File: src/rtl/inst_loader_pkg.sv
// Shared definitions for the instruction loader and future memory-side blocks.
// Latency: n/a (types and constants only).
// Backpressure: n/a.
package inst_loader_pkg;

    // Loader FSM encoding; values are fixed so other blocks can decode state.
    typedef enum logic [1:0] {
        IDLE  = 2'd0,
        RECV  = 2'd1,
        WRITE = 2'd2,
        DONE  = 2'd3
    } ld_state_t;

    localparam int WORD_BYTES = 4;

endpackage

File: src/rtl/inst_loader_byte_packer.sv
// Packs a byte stream MSB-first into a 32-bit word; flags the 4th byte of each word.
// Latency: word updates on the edge that accepts a byte; last_byte is combinational.
// Backpressure: none; the parent gates shift_en with its own ready.
//
// Ports:
//   clk, rst_n      clock, async active-low reset
//   clr             synchronous clear of word and byte index
//   shift_en        accept din this cycle
//   din[7:0]        stream byte
//   word[31:0]      assembled word (byte 0 ends up in [31:24])
//   last_byte       shift_en while the byte index is 3
module inst_loader_byte_packer
    import inst_loader_pkg::*;
(
    input  logic        clk,
    input  logic        rst_n,
    input  logic        clr,
    input  logic        shift_en,
    input  logic [7:0]  din,
    output logic [31:0] word,
    output logic        last_byte
);

    logic [1:0]  idx_q;
    logic [31:0] word_q;

    always_ff @(posedge clk or negedge rst_n) begin
        if (!rst_n) begin
            idx_q  <= 2'd0;
            word_q <= 32'd0;
        end else if (clr) begin
            idx_q  <= 2'd0;
            word_q <= 32'd0;
        end else if (shift_en) begin
            // Shifting left means the first byte migrates to the top after four shifts.
            word_q <= {word_q[23:0], din};
            idx_q  <= idx_q + 2'd1;
        end
    end

    assign word      = word_q;
    assign last_byte = shift_en && (idx_q == 2'(WORD_BYTES - 1));

endmodule

File: src/rtl/inst_loader.sv
// Instruction-memory write engine: packs stream bytes into words and writes them at base, base+4, ...
// Latency: write strobe one cycle after the 4th byte; one DONE cycle after the last write.
// Backpressure: in_ready is high only in RECV (state decode), so producers stall during WRITE/IDLE/DONE.
//
// Ports:
//   clk, rst_n                     clock, async active-low reset
//   load_start/load_base/load_len  begin a load (sampled in IDLE only)
//   in_valid/in_data/in_ready      byte stream handshake
//   mem_we/mem_addr/mem_wdata      instruction memory word write port
//   busy, done, words_written      load status
module inst_loader
    import inst_loader_pkg::*;
#(
    parameter int ADDR_WIDTH = 24,
    parameter int DATA_WIDTH = 8,
    parameter int LEN_WIDTH  = 8
) (
    input  logic                  clk,
    input  logic                  rst_n,
    input  logic                  load_start,
    input  logic [ADDR_WIDTH-1:0] load_base,
    input  logic [LEN_WIDTH-1:0]  load_len,
    input  logic                  in_valid,
    input  logic [DATA_WIDTH-1:0] in_data,
    output logic                  in_ready,
    output logic                  mem_we,
    output logic [ADDR_WIDTH-1:0] mem_addr,
    output logic [31:0]           mem_wdata,
    output logic                  busy,
    output logic                  done,
    output logic [LEN_WIDTH-1:0]  words_written
);

    ld_state_t             state_q, state_nxt;
    logic [ADDR_WIDTH-1:0] addr_q, addr_hold_q;
    logic [LEN_WIDTH-1:0]  len_q, words_q;
    logic [31:0]           wdata_hold_q;
    logic [31:0]           pk_word;
    logic                  pk_last;
    logic                  pk_shift;
    logic                  start_acc;

    assign start_acc = (state_q == IDLE) && load_start;
    assign pk_shift  = (state_q == RECV) && in_valid;

    inst_loader_byte_packer u_packer (
        .clk       (clk),
        .rst_n     (rst_n),
        .clr       (start_acc),
        .shift_en  (pk_shift),
        .din       (in_data),
        .word      (pk_word),
        .last_byte (pk_last)
    );

    always_ff @(posedge clk or negedge rst_n) begin
        if (!rst_n) begin
            state_q <= IDLE;
        end else begin
            state_q <= state_nxt;
        end
    end

    always_comb begin
        state_nxt = state_q;
        in_ready  = 1'b0;
        mem_we    = 1'b0;
        busy      = 1'b1;
        done      = 1'b0;
        case (state_q)
            IDLE: begin
                busy = 1'b0;
                if (load_start) begin
                    state_nxt = (load_len == '0) ? DONE : RECV;
                end
            end
            RECV: begin
                in_ready = 1'b1;
                if (pk_last) begin
                    state_nxt = WRITE;
                end
            end
            WRITE: begin
                mem_we    = 1'b1;
                state_nxt = (LEN_WIDTH'(words_q + 1'b1) == len_q) ? DONE : RECV;
            end
            DONE: begin
                done      = 1'b1;
                state_nxt = IDLE;
            end
            default: state_nxt = IDLE;
        endcase
    end

    // Datapath: working address/count, plus hold registers so the memory
    // port keeps showing the last written word while the next one assembles.
    always_ff @(posedge clk or negedge rst_n) begin
        if (!rst_n) begin
            addr_q       <= '0;
            len_q        <= '0;
            words_q      <= '0;
            addr_hold_q  <= '0;
            wdata_hold_q <= 32'd0;
        end else if (start_acc) begin
            addr_q  <= load_base;
            len_q   <= load_len;
            words_q <= '0;
        end else if (state_q == WRITE) begin
            addr_q       <= addr_q + ADDR_WIDTH'(WORD_BYTES);
            words_q      <= words_q + 1'b1;
            addr_hold_q  <= addr_q;
            wdata_hold_q <= pk_word;
        end
    end

    assign mem_addr      = (state_q == WRITE) ? addr_q  : addr_hold_q;
    assign mem_wdata     = (state_q == WRITE) ? pk_word : wdata_hold_q;
    assign words_written = words_q;

endmodule

File: config.mk
export PLATFORM = sky130hd
export DESIGN_NAME = inst_loader
export DESIGN_NICKNAME = d
export VERILOG_FILES = /design/src/rtl/inst_loader_pkg.sv /design/src/rtl/inst_loader_byte_packer.sv /design/src/rtl/inst_loader.sv
export SDC_FILE = /design/constraint.sdc
export NUM_CORES = 1
export LEC_CHECK = 0
export CORE_MARGIN = 2
export CORE_UTILIZATION = 41
export DETAILED_ROUTE_END_ITERATION = 10
export PLACE_DENSITY = 0.72
export SYNTH_ARGS = -nofsm -noshare
export SYNTH_HDL_FRONTEND = slang
export SYNTH_SLANG_ARGS = --single-unit
File: constraint.sdc
create_clock -name clk -period 2.2 [get_ports clk]
set_input_delay 0.22 -clock clk [delete_from_list [all_inputs] [get_ports clk]]
set_output_delay 0.22 -clock clk [all_outputs]
set_load 0.01 [all_outputs]
==> out/summary.txt, run 1 <==
Seq. cell area: 3303 um^2
Yosys warnings: 0
final worst slack: 3.903 ps
switching power: 0.003869 W
CORE AREA: 14370 um^2
Routed WL per cell: 16.15 um
crit path capture type: output port
FP Rows: 44
Critical Path Source: state_q[1]
internal power: 0.007019 W
pin count of the biggest net entering global routing: 66
Fmax: 455.4 MHz
Unique masters post-synth: 57
clk_lat worst skew: 420 ps
Port Buffer Count: 111
total CTS buffers: 17
Ports: 112
pre-CTS WS: 253.0 ps
vias in the first global route: 5081
Starting Density: 41.50%
die area: 15530 um^2
clock skew: 6.499 ps
VDD IR-drop max: 0.0005777 V
Final setup viols: 0
Reg clk slew, reported paths: 50 ps
max cap viols: 0
crit path time final: 2196 ps
synthesized area: 5963 um^2
Worst R2R End: state_q[1]
Final GP Congestion: 0.8771
DR vias: 5152
Comb power frac: 37.0%
antenna-violating nets left: 0
Syn Inst Count: 654
Worst setup endpoint: mem_addr[19]
layout cells sized above 1: 8.535%
max_slew headroom: 68.58%
DR iter-0 viols: 397
Tot GR Track Use: 20.75%
antenna violations before repair: 0
syn_nets: 701
Critical Path Fanout Max: 35
worst hold path type: in -> async
Die H: 124.6 um
multi-input logic area: 2496 um^2
ANT cells: 0
post-route DRC violation count: 0
setup_tns: 0 ps
CTS tree: yes
clock sink count: 132
RSZ-0062 raised after global routing: yes
outcome: completed
WS Path Type: reg -> out
sequential element share of the synthesized area: 55.39%
Final HPWL DP: 10360 um
Clock power frac: 24.3%
final period utilization: 99.82%
RR Startpoint: words_written[0]
Die X: 124.6 um
Post-DP Area: 7346 um^2
H-tree lvl count: 4
nets@finish: 819
crit path DAT: 1980 ps
reg-to-reg slack, setup: 210 ps
Area Overhead vs Synth: 35.42%
Filler Cell Count: 1269
drt pass-1 iters: 5
Slew Limit Fails: 0
root buffer cell: clkbuf_16
Routed WL: 15650 um
Yosys reg bits: 132
Via density: 5.317
placed cell count: 933
non-filler instance count after layout: 969
grt ovf: 0
Sw Ratio: 35.53%
Reg2Reg Depth: 6
CP required: 1980 ps
post-synthesis average cell area: 9.118 um^2
post-layout instance area: 8075 um^2
Flop pwr share: 38.7%
total leakage power: 4.605 nW
first-pass GRT wire length: 25800 um
CTS max path bufs: 2
Pwr Density: 1348 nW/um^2
actual slew at the worst max-slew pin: 469.6 ps
Setup crit start kind: register
final hold vios: 0
## metal layers
layer | part of all wire [%] | track usage, % | vias to the layer above
li1 | - | - | 2459
met1 | 45 | 28.06 | 2507
met2 | 48 | 32.63 | 164
met3 | 5.4 | 5.069 | 22
met4 | 1.9 | 7.535 | 0
met5 | 0 | 0 | -
## synthesized netlist by cell type, drive strengths merged
cell	n	area share (%)
a221o	1	0.17
a22oi	4	0.50
o31a	2	0.31
and2	4	0.42
a31oi	5	0.52
a21o	1	0.13
or2	1	0.10
xor2	2	0.29
a21boi	1	0.13
or3	3	0.31
nand3	11	0.92
o21ai	26	2.2
dfrtp	132	55
o22ai	7	0.73
a31o	1	0.15
a22o	34	5.0
nor3	3	0.34
o211ai	4	0.50
o2bb2a	1	0.17
mux2i	2	0.34
ha	3	0.63
buf	17	1.4
nand3b	3	0.38
mux2	1	0.19
o31ai	1	0.13
nand4	9	1.6
inv	7	0.44
a311oi	2	0.40
nor2	16	1.0
a21oi	16	1.3
and3	3	0.34
a41o	1	0.17
nand2b	2	0.21
nand2	285	18
clkbuf	17	1.1
a32oi	1	0.15
nor4	5	1.0
o311ai	3	0.44
xnor2	10	1.5
o22a	1	0.15
and4	3	0.52
a211oi	2	0.25
nand4b	1	0.15
## critical path, stage by stage, from the launching register on
cell and delay [ps]:
dfrtp_1 420, nand2_4 160, buf_12 240, nand2_1 100, nand2_1 90, clkdlybuf4s50_1 540
## through the flow
stage / utilization (%) / hold slack (ps) / power, W
global placement: 51.12 / 158.9 / 0.008217
floorplan: - / -75.59 / 0.006419
finish: 56.20 / 316.9 / 0.01089
detailed placement: 51.12 / 167.1 / 0.008382
global route: 56.20 / 319.1 / 0.01159
CTS: 55.47 / 320.3 / 0.01103
## what timing repair did
action / CTS / global route
buffers inserted: 1 / 0
gates resized for setup: 19 / 42
hold endpoints to repair: 42 / 0
gates cloned: 2 / 0
hold buffers: 1 / 0
setup endpoints to repair: 55 / 43
## registers in the layout (all words and copies together) (netlist names)
signal          count
u_packer.word      32
wdata_hold_q       32
state_q             2
len_q               8
words_written       8
addr_q             24
addr_hold_q        24
u_packer.idx_q      2
## cells in the final DEF, fill, tap and decap left out, drive strengths merged, types with 4 or more instances in the layout
cell | synthesis | final
xnor2 | 10 | 10
o21ai | 26 | 26
a22o | 34 | 34
dlygate4sd2 | 0 | 14
nand3 | 11 | 11
buf | 17 | 21
clkdlybuf4s50 | 0 | 55
dfrtp | 132 | 132
inv | 7 | 7
nand2 | 285 | 285
nand4 | 9 | 9
a31oi | 5 | 5
a22oi | 4 | 4
o22ai | 7 | 7
o211ai | 4 | 4
dlymetal6s2s | 0 | 41
nor2 | 16 | 16
nor4 | 5 | 5
and2 | 4 | 4
clkbuf | 17 | 28
a21oi | 16 | 16
## layout make-up
class                   instances  share of cell area [%]
clock inverters                 4                  0.5578
well taps                     184                   2.851
repair buffers                133                   18.08
flip-flops and latches        132                   40.90
clock buffers                  28                   6.275
multi-input cells             481                   30.91
inverters                       7                  0.4183
## kinds of logic after synthesis
| family | Yosys count | synth area share (%) |
|---|---|---|
| compound gates | 114 | 13.51 |
| xor+xnor | 12 | 1.762 |
| fa+ha+maj | 3 | 0.6295 |
| buf+inv | 41 | 2.917 |
| flops | 132 | 55.39 |
| mux | 3 | 0.5245 |
| simple gates | 349 | 25.26 |
## how the worst min path moves through the flow
stage                     slack, ps              to          from
after floorplan                 -80  addr_hold_q[0]         rst_n
after global placement          160        len_q[3]         rst_n
after detailed placement        170        len_q[3]         rst_n
after CTS                       320       addr_q[1]  load_base[1]
after global routing            320       addr_q[1]  load_base[1]
final                           320        len_q[3]         rst_n
## power groups by stage
stage | registers (W) | clock network (W) | logic (W)
6_report | 0.00422 | 0.00264 | 0.00403
5_1_grt | 0.00434 | 0.00279 | 0.00446
4_1_cts | 0.00421 | 0.00268 | 0.00415
3_5_place_dp | 0.00424 | 0 | 0.00414
3_3_place_gp | 0.00419 | 0 | 0.00402
2_1_floorplan | 0.00399 | 0 | 0.00243
Power figures use the tool's default switching activity.
==> inputs of run 2 (changes only) <==
ABC_AREA = 1   (was not set)
==> out/summary.txt, run 2 <==
Final GP Congestion: 0.9224
max cap viols: 0
CP required: 1980 ps
multi-input logic area: 2293 um^2
Final setup viols: 0
Slew Limit Fails: 0
Die H: 125.5 um
outcome: completed
Worst setup endpoint: mem_addr[13]
total leakage power: 4.013 nW
Filler Cell Count: 1332
Syn Inst Count: 727
reg-to-reg slack, setup: 450 ps
grt ovf: 0
Setup crit start kind: register
H-tree lvl count: 4
crit path time final: 2179 ps
Routed WL: 15060 um
Starting Density: 41.77%
Synth area leader: dfrtp_1
Ports: 112
post-route met1 wirelength: 6837 um
vias in the first global route: 5168
final period utilization: 99.05%
commonest non-fill, non-tap cells in the layout: nand2_1 (195), dfrtp_1 (132), o21ai_0 (121), inv_1 (80), clkdlybuf4s50_1 (58)
die area: 15740 um^2
Routed WL per cell: 14.51 um
Critical Path Source: state_q[1]
CORE AREA: 14480 um^2
WL met3: 707 um
Post-synth EDFFs: 0
final hold vios: 0
post-synthesis average cell area: 8.320 um^2
antenna-violating nets left: 0
nets@finish: 888
CTS max path bufs: 2
post-route DRC violation count: 0
DR iter-0 viols: 419
max_slew headroom: 60.34%
crit path DAT: 1960 ps
non-filler instance count after layout: 1038
Reg2Reg Depth: 10
Critical Path Fanout Max: 65
synthesized area: 6048 um^2
actual slew at the worst max-slew pin: 595.0 ps
Die X: 125.5 um
FP Rows: 44
Seq. cell area: 3303 um^2
commonest non-fill, non-tap cell in the layout: nand2_1
clk_lat worst skew: 420 ps
Area Overhead vs Synth: 32.42%
DR vias: 5307
RSZ-0062 raised after global routing: yes
drt pass-1 iters: 5
Synth Flop Type: dfrtp_1
antenna violations before repair: 0
Pwr Density: 1363 nW/um^2
clock sink count: 132
CTS tree: yes
Unique masters post-synth: 33
Worst Hold Slack: 351.1 ps
postcts setup bufs: 0
ANT cells: 0
VDD IR-drop max: 0.0007694 V
Final HPWL DP: 10580 um
RR Startpoint: addr_q[2]
Final Util: 55.31%
ys async rst share: 100.0%
pin count of the biggest net entering global routing: 66
Tot GR Track Use: 20.18%
first-pass GRT wire length: 25350 um
worst hold path type: in -> reg
Fmax: 458.9 MHz
crit path capture type: output port
sequential element share of the synthesized area: 54.61%
uppermost layer routed: met4
Port Buffer Count: 111
layout cells sized above 1: 7.026%
Yosys reg bits: 132
WS Path Type: reg -> out
Synth top area share: 54.61%
most frequent cell after synthesis: nand2_1
met2 wire length: 7256 um
placed cell count: 1005
clock skew: 5.342 ps
Via density: 5.113
root buffer cell: clkbuf_16
Worst R2R End: addr_q[22]
Synth top cells by count: nand2_1 (195), dfrtp_1 (132), o21ai_0 (127), inv_1 (80), nand3_1 (42)
Synth area leaders: dfrtp_1 (55%), nand2_1 (12%), o21ai_0 (11%)
Yosys warnings: 0
Reg clk slew, reported paths: 60 ps
total CTS buffers: 17
syn_nets: 774
==> run 2: cell types whose count changed after synthesis, moves of 4 or more <==
cell and delta:
o22ai_1 +27, nand2_1 -90, xor2_1 +4, nand3_1 +31, inv_1 +75, a21oi_1 -10
and2_1 -4, o21ai_0 +103, nor2_1 +13, a22o_1 -34, a22oi_1 -4, xnor2_1 -9
==> run 2: worst min path at each step <==
stage	startpoint	end	slack [ps]	depth (start not counted)
6_report	load_base[0]	addr_q[0]	350	3
3_3_place_gp	rst_n	wdata_hold_q[4]	270	1
5_1_grt	load_base[1]	addr_q[1]	350	3
4_1_cts	load_base[0]	addr_q[0]	330	3
3_5_place_dp	rst_n	wdata_hold_q[4]	270	1
2_1_floorplan	rst_n	addr_hold_q[0]	-80	0
==> run 2: area by class of cell <==
class | instances | area share, %
clock buffers | 20 | 5.827
clock inverters | 12 | 1.297
inverters | 82 | 3.843
multi-input cells | 479 | 28.64
flip-flops and latches | 132 | 41.24
well taps | 184 | 2.875
repair buffers | 129 | 16.28
==> run 2: stage by stage <==
| step | power, W | cell area [um^2] | TNS (ps) | setup slack (ps) |
|---|---|---|---|---|
| after floorplan | 0.006432 | 6048 | 0 | 719.5 |
| after global placement | 0.008445 | 7433 | 0 | 371.7 |
| after detailed placement | 0.008549 | 7433 | 0 | 376.1 |
| after CTS | 0.01105 | 7968 | -40.97 | -26.46 |
| after global routing | 0.01177 | 8009 | -188.3 | -104.2 |
| final | 0.01092 | 8009 | 0 | 20.99 |
==> run 2: power by group <==
group          total [W]  switching, W  internal, W
clock            0.00270       0.00106      0.00164
sequential       0.00391      0.000490      0.00342
combinational    0.00431       0.00258      0.00173
total             0.0109       0.00413      0.00679
==> run 2: routing by layer <==
layer | GRT usage [%] | vias up
met5 | 0 | -
li1 | - | 2628
met4 | 6.732 | 0
met3 | 4.921 | 25
met1 | 26.62 | 2486
met2 | 32.81 | 168
==> run 2: critical path, stage by stage (launching register included) <==
cell             delay [ps]
dfrtp_1                 420
nand2_4                 150
buf_12                  240
nand2_1                  90
o21ai_0                  80
clkdlybuf4s50_1         550
==> run 2: repair_timing <==
action	CTS	global route
hold buffers	1	0
setup endpoints to repair	39	19
endpoints found under the hold margin	43	0
gates resized for setup	42	17
==> run 2: logic make-up after synthesis <==
group                      count (synthesis)  share of synthesized area, %
buffers and inverters                    116                         7.551
and+or+nand+nor                          289                         20.15
xor gates and xnor gates                   7                         1.014
adders and majority gates                  3                        0.6207
AOI/OAI and AO/OA                        180                         16.05
DFF                                      132                         54.61
==> inputs of run 3 (changes only) <==
CELL_PAD_IN_SITES_DETAIL_PLACEMENT = 1   (was not set)
CELL_PAD_IN_SITES_GLOBAL_PLACEMENT = 1   (was not set)
CORE_UTILIZATION = 39   (was 41)
PLACE_DENSITY = 0.87   (was 0.72)
==> out/summary.txt, run 3 (synthesis gave the netlist of run 2 again) <==
DR iter-0 viols: 275
vias in the first global route: 5792
Reg2Reg Depth: 10
reg-to-reg slack, setup: 280 ps
Final GP Congestion: 0.8432
antenna violations before repair: 0
Starting Density: 39.79%
CP required: 1980 ps
Final HPWL DP: 12300 um
non-filler instance count after layout: 1048
root buffer cell: clkbuf_16
clk_lat worst skew: 430 ps
drt pass-1 iters: 4
Slew Limit Fails: 0
antenna-violating nets left: 0
DR vias: 5620
CORE AREA: 15200 um^2
clock skew: 6.607 ps
Reg clk slew, reported paths: 60 ps
crit path time final: 2229 ps
commonest non-fill, non-tap cell in the layout: nand2_1
first-pass GRT wire length: 30150 um
H-tree lvl count: 4
Die H: 128.5 um
pin count of the biggest net entering global routing: 53
final hold vios: 0
Die X: 128.5 um
total leakage power: 4.246 nW
final worst slack: -28.53 ps
Tot GR Track Use: 23.48%
commonest non-fill, non-tap cells in the layout: nand2_1 (195), dfrtp_1 (131), o21ai_0 (123), inv_1 (79), clkdlybuf4s50_1 (59)
total CTS buffers: 17
Final setup viols: 3
final period utilization: 101.3%
Worst R2R End: addr_q[22]
grt ovf: 0
Area Overhead vs Synth: 36.78%
CTS max path bufs: 2
worst hold start: load_base[1]
nets@finish: 895
Port Buffer Count: 111
Ports: 112
ANT cells: 0
RR Startpoint: addr_q[2]
layout cells sized above 1: 7.907%
max_slew headroom: 59.95%
outcome: finished with violations
FP Rows: 45
actual slew at the worst max-slew pin: 600.7 ps
VDD IR-drop max: 0.0006690 V
Routed WL: 18850 um
Critical Path Fanout Max: 7
Fmax: 448.7 MHz
Routed WL per cell: 17.98 um
Setup crit start kind: register
CTS tree: yes
crit path DAT: 2010 ps
crit path capture type: output port
failing checks: setup timing
RSZ-0062 raised after global routing: yes
Worst Hold Slack: 333.6 ps
worst hold path type: in -> reg
post-route DRC violation count: 0
max cap viols: 0
Worst setup endpoint: mem_wdata[23]
Pwr Density: 1413 nW/um^2
clock sink count: 132
die area: 16520 um^2
Critical Path Source: state_q[0]
WS Path Type: reg -> out
Final Util: 54.42%
Via density: 5.363
placed cell count: 1010
run 3: final cells by class:
class | instances | area (um^2)
Clock buffer | 23 | 488.0
Clock inverter | 8 | 123.9
Fill cell | 1780 | 6929
Inverter | 82 | 311.5
Multi-Input combinational cell | 481 | 2327
Sequential cell | 132 | 3304
Tap cell | 188 | 235.2
Timing Repair Buffer | 134 | 1483
run 3: through the flow:
stage	setup slack, ps	total power [W]	area, um^2	setup TNS, ps
after floorplan	719.5	0.006432	6048	0
after global routing	-98.64	0.01248	8273	-281.1
after global placement	271.7	0.008497	7458	0
final	-28.53	0.01169	8273	-32.03
after CTS	-123.6	0.01169	8115	-2168
after detailed placement	202.3	0.008722	7458	0
run 3: worst min path at each step:
stage,endpoint,slack (ps),cells after the start
after floorplan,addr_hold_q[0],-80,0
after global placement,u_packer.word[4],260,1
after detailed placement,u_packer.word[12],260,1
after CTS,addr_q[1],320,3
after global routing,addr_q[1],350,3
final,addr_q[1],330,3
run 3: worst max-delay path: stages (launching register included):
cell             delay, ps
dfrtp_1                410
inv_4                  130
nand2_8                110
o21ai_0                320
clkdlybuf4s50_1        600
run 3: routing by layer:
layer / vias up / part of all wire (%) / track usage, %
met4: 0 / 1.7 / 7.545
met5: - / 0 / 0
met2: 141 / 52 / 41.08
li1: 2650 / - / -
met1: 2799 / 43 / 28.79
met3: 30 / 3.7 / 5.489
run 3: timing repair:
item	CTS	global route
resized for setup	32	33
gates cloned	2	3
hold buffers	1	0
setup buffers	0	1
pin swaps	1	1
endpoints found under the setup margin	57	31
hold endpoints to repair	37	0
run 3: where the power goes:
part / switching, W / leakage [nW] / internal (W)
logic: 0.00283 / 2.24 / 0.00191
registers: 0.000565 / 1.72 / 0.00343
clock network: 0.00107 / 0.295 / 0.00189
